`src/rtl/imm_gen.sv`:
```
// RV32I immediate generator: combinational decode of the immediate field by
// format select, plus a one-cycle registered copy with a valid flag.
module imm_gen (
  input  logic        clk,
  input  logic        rst,
  input  logic [31:0] instr,
  input  logic [2:0]  imm_sel,
  input  logic        in_valid,
  output logic [31:0] imm_out,
  output logic [31:0] imm_q,
  output logic        imm_q_valid,
  output logic        imm_illegal
);

  typedef enum logic [2:0] {
    SEL_I     = 3'b000,
    SEL_S     = 3'b001,
    SEL_B     = 3'b010,
    SEL_U     = 3'b011,
    SEL_J     = 3'b100,
    SEL_ZIMM  = 3'b101,
    SEL_SHAMT = 3'b110,
    SEL_RSVD  = 3'b111
  } imm_sel_e;

  logic [31:0] w_imm;
  logic        w_illegal;
  logic        w_sign;
  logic [31:0] r_imm_q;
  logic        r_imm_q_valid;

  assign w_sign = instr[31];

  // Opcode bits [6:0] never feed any format.
  always_comb begin
    w_imm     = 32'h0;
    w_illegal = 1'b0;
    case (imm_sel_e'(imm_sel))
      SEL_I:     w_imm = {{20{w_sign}}, instr[31:20]};
      SEL_S:     w_imm = {{20{w_sign}}, instr[31:25], instr[11:7]};
      SEL_B:     w_imm = {{19{w_sign}}, instr[31], instr[7], instr[30:25],
                          instr[11:8], 1'b0};
      SEL_U:     w_imm = {instr[31:12], 12'h000};
      SEL_J:     w_imm = {{11{w_sign}}, instr[31], instr[19:12], instr[20],
                          instr[30:21], 1'b0};
      SEL_ZIMM:  w_imm = {27'h0, instr[19:15]};
      SEL_SHAMT: w_imm = {27'h0, instr[24:20]};
      SEL_RSVD: begin
        w_imm     = 32'h0;
        w_illegal = 1'b1;
      end
      default: begin
        w_imm     = 32'h0;
        w_illegal = 1'b0;
      end
    endcase
  end

  assign imm_out     = w_imm;
  assign imm_illegal = w_illegal;

  // Valid-only handshake: in_valid qualifies instr/imm_sel for one cycle, the
  // result is presented on imm_q with imm_q_valid exactly one cycle later; there
  // is no ready, so every valid beat is accepted and imm_q holds when idle.
  always_ff @(posedge clk) begin
    if (rst) begin
      r_imm_q       <= 32'h0;
      r_imm_q_valid <= 1'b0;
    end else if (in_valid) begin
      r_imm_q       <= w_imm;
      r_imm_q_valid <= 1'b1;
    end else begin
      r_imm_q_valid <= 1'b0;
    end
  end

  assign imm_q       = r_imm_q;
  assign imm_q_valid = r_imm_q_valid;

endmodule

```
`config.mk`:
```
export PLATFORM = sky130hd
export DESIGN_NAME = imm_gen
export DESIGN_NICKNAME = d
export VERILOG_FILES = /design/src/rtl/imm_gen.sv
export SDC_FILE = /design/constraint.sdc
export NUM_CORES = 1
export LEC_CHECK = 0
export ABC_CLOCK_PERIOD_IN_PS = 2400
export CORE_MARGIN = 10
export CORE_UTILIZATION = 38
export DETAILED_ROUTE_END_ITERATION = 12
export PLACE_DENSITY = 0.83
export SLEW_MARGIN = 10
export SYNTH_ARGS = -nofsm -noshare
export SYNTH_HDL_FRONTEND = slang
export SYNTH_SLANG_ARGS = --single-unit
```
`constraint.sdc`:
```
create_clock -name clk -period 2.4 [get_ports clk]
set_clock_uncertainty 0.05 [all_clocks]
set_input_delay 0.6 -clock clk [delete_from_list [all_inputs] [get_ports clk]]
set_output_delay 0.6 -clock clk [all_outputs]
set_load 0.005 [all_outputs]
```
-- Word level (Yosys, flattened, before mapping)
Index checks and enable logic that the tools add are counted.
- bits in registers: 33
- word-level logic and storage cells: 13
- output and inout port bits: 66
- muxes and demuxes: 3
- reductions and logical operators: 1
- equal/unequal tests: 7
- operators with widths (cell ; count):
    $pmux W32 S8 ; 1
    $eq A3 B3 Y1 const B ; 4
    $eq A3 B2 Y1 const B ; 2
    $eq A3 B1 Y1 const B ; 1
    $logic_not A3 Y1 ; 1
    $mux W1 ; 2

-- Longest topological paths before layout
- depth after elaboration: 2
- gate-level depth with buffers: 6

-- Least setup slack after synthesis
No wires, ideal clock.
- kind: input to output
- start: in imm_sel[1]
- end: out imm_out[20]
- slack: 0.237 ns
- data required time: 1.750 ns
- data arrival time: 1.513 ns
- stages: 5
- cell sequence: buf_2 -> maj3_2 -> nand2b_1 -> clkbuf_1 -> nand2_1
- cells in the longest elaborated chain, start to end: 2
- ends and longest elaborated chain (item ; RTL line ; text):
    start, declared ; 7 ; input logic [2:0] imm_sel,
    $eq A3 B3 Y1 (tied with other cells) ; 38 ; case (imm_sel_e'(imm_sel))
    $pmux W32 S8 (*) ; 38 ;
    end, declared ; 9 ; output logic [31:0] imm_out,
Mark *: on every way between the ends. The rest lies on a longest branch, timed or not.

-- Final worst setup path
- start: in instr[31]
- end: out imm_out[12]
- cells in the longest elaborated chain, start to end: 1
- ends and longest elaborated chain (item ; RTL line ; text):
    start, declared ; 6 ; input logic [31:0] instr,
    $pmux W32 S8 ; 38 ;
No other way between the ends.

==> impl_metrics.tcl <==
set metrics [dict create \
    final_core_util_pct 77.01 \
    yosysTopAreaCell "dfxtp_1" \
    fin_crit_ns 2.422 \
    violations "negative setup slack" \
    endpoint_kind "output pin" \
    vias_per_cell 5.602 \
    yosys.cell_types.count 34 \
    power.leakage_nw 1.656 \
    start_util_pct 39.09 \
    drtIter0Drc 116 \
    synth_seq_cells 33 \
    synth.net_count 259 \
    cap_viol_max_count 0 \
    track_usage_pct 19.90 \
    syn-instance-count 221 \
    place_congestion 0.8499 \
    synth_area_leaders "dfxtp_1 36%, a211oi_2 6.8%, a311oi_1 6.2%" \
    finalHoldViolations 0 \
    grt_pass1_vias 2431 \
    io_pins 104 \
    setup_viol 1 \
    worst_pin_slew_ns 0.5808 \
    core_um2 4692 \
    critical_path_class "in -> out" \
    ys_seq_area_share_pct 36.02 \
    drc_errors 0 \
    clk_path_buf_depth 2 \
    cp_max_fo 3 \
    hpwlAfterDp_mm 5.411 \
    multi_input_area_um2 1318 \
    netlist_area_um2 1834 \
    final.setup.tns_ns -0.02201 \
    setup_ws_ns -0.02201 \
    ctsHoldBuffers 0 \
    grt_remaining_overflow 0 \
    critical_path_arrival_ns 1.77 \
    cts_sinks 33 \
    postRouteAntennaNets 0 \
    place.port_buffers 96 \
    cts_tree "done" \
    core.rowCount 25 \
    nets 413 \
    placed_cell_area_um2 3158 \
    cts-root-buf "clkbuf_8" \
    cts_made_buffers 5 \
    vias 2409 \
    cp_data_required_time_ns 1.75 \
    rsz0062_at_grt "true" \
    avgSynthCellArea_um2 8.300 \
    p_per_area_nw_per_um2 435.2 \
    n_antenna_cell 0 \
    die_area_um2 8006 \
    max_slew_margin_pct 61.28 \
    fin_crit_sh_pct 100.9 \
    syn2layout_area_growth_pct 97.00 \
    die_w_um 89.48 \
    hold_path.class "reg -> reg" \
    nFillCells 301 \
    clk_pin_slew_ns 0.07 \
    cp-start-kind "input pin" \
    clkLatencyLatePin_ns 0.29 \
    htree_levels 2 \
    synth_top_area_share_pct 36.02 \
    wl_per_cell_um 19.69 \
    final_area_um2 3613 \
    register_area_um2 660.6 \
    antenna_found_initial 0 \
    yosysWarnings 0 \
    max_freq_ghz 0.4129 \
    firstDrtPassIters 4 \
    maxSlewViolCount 0 \
    die_y_um 89.48 \
    grt_pass1_wl_mm 12.36 \
    finalWirelength_mm 8.468 \
    status "complete, but fails checks" \
    peakVddDrop_mv 0.3699 \
    grt_max_degree 28 \
    layout-drive-gt1-share_pct 38.30 \
]
[sequential cells by signal, summed over array words and instances (netlist names)]
| name | count |
|---|---|
| imm_q_valid | 1 |
| imm_q | 32 |
[what timing repair did]
item                       4_1_cts  5_1_grt
setup buffers                   11        4
setup endpoints to repair       33       30
resized for setup              117       51
pin swaps                        5        4
cloned                           5        1
[area by class of cell]
class | instances | area share [%]
inverter | 4 | 0.4155
sequential | 33 | 18.28
timing repair buffer | 167 | 40.58
tap | 54 | 1.870
clock buffer | 5 | 1.904
multi-input combinational | 164 | 36.46
clock inverter | 3 | 0.4848
[routing by layer]
layer | GRT usage (%) | share of wire, % | wire (µm)
met5 | 0 | 0 | 0
met3 | 5.652 | 5.8 | 491
met4 | 9.827 | 4.3 | 368
met1 | 20.21 | 37 | 3170
met2 | 36.30 | 52 | 4438
[per-stage QoR]
| stage | setup slack, ns | std cells | power [mW] | hold WS [ns] |
|---|---|---|---|---|
| after detailed placement | -0.7320 | 402 | 1.109 | 0.4177 |
| after CTS | 0.002458 | 425 | 1.553 | 0.4297 |
| after global routing | -0.04732 | 430 | 1.650 | 0.4568 |
| final | -0.02201 | 430 | 1.573 | 0.4372 |
| after floorplan | 0.2366 | 221 | 0.7960 | 0.4160 |
| after global placement | -0.6628 | 402 | 1.100 | 0.4152 |
[Yosys cell counts]
cell,number
mux2i_1,5
clkbuf_1,11
nand2b_1,3
inv_2,1
a21oi_1,1
buf_2,5
a211o_1,4
a31oi_1,16
nand4_1,1
and3b_1,2
a21o_1,6
o21ai_0,2
inv_1,3
o21a_1,1
maj3_2,1
nand2_1,24
nor3b_1,6
buf_1,3
and2b_1,4
nor2b_1,5
nand3_1,14
o21bai_1,1
a211oi_1,1
or3_1,2
nor2_1,29
a211oi_2,10
buf_6,4
and3_1,1
a32oi_1,4
nor3b_2,2
a41oi_1,1
and2_1,2
dfxtp_1,33
a311oi_1,13
[worst max-delay path, cell delays in order]
cell,delay (ns)
dlygate4sd2_1,0.26
nor3b_4,0.16
buf_6,0.11
buf_4,0.12
a31oi_1,0.25
nand2_1,0.13
clkbuf_2,0.14
[power breakdown]
group | internal [mW] | switching, mW
logic | 0.299 | 0.251
registers | 0.584 | 0.0187
clock network | 0.200 | 0.220
total | 1.08 | 0.490
[cells in the final DEF (no fill, tap or decap), drive strengths merged]
cell type      instances
and2                   5
or3                    2
dlymetal6s2s           6
nand4                  1
nand2                 24
and3b                  2
clkdlybuf4s50         48
clkdlybuf4s15         16
dfxtp                 33
a21oi                  1
nor3b                  8
and2b                  4
buf                   72
a41oi                  1
nor2                  29
a211oi                11
a211o                  4
inv                    4
clkinv                 2
a21o                   6
a311oi                13
nor2b                  5
o21ai                  2
a32oi                  4
dlygate4sd2            8
mux2i                  5
o21bai                 1
and3                   1
maj3                   1
o21a                   1
clkbuf                22
nand2b                 3
nand3                 14
a31oi                 16
clkinvlp               1
[cell families after synthesis]
logic type,count (synthesis),synth area share [%]
mux,5,2.729
compound gates,60,27.29
simple gates,95,25.85
fa+ha+maj,1,0.6139
flops,33,36.02
buf+inv,27,7.503
[worst paths after layout]
kind / startpoint / endpoint / slack (ns) / depth (start not counted)
hold / removal: imm_q[31] / imm_q[31] / 0.44 / 2
setup reg to reg: imm_q[13] / imm_q[13] / 1.58 / 2
hold reg to reg: imm_q[31] / imm_q[31] / 0.44 / 2
setup / recovery: instr[31] / imm_out[12] / -0.02 / 7
No activity file was read; power rests on OpenSTA's default activity.
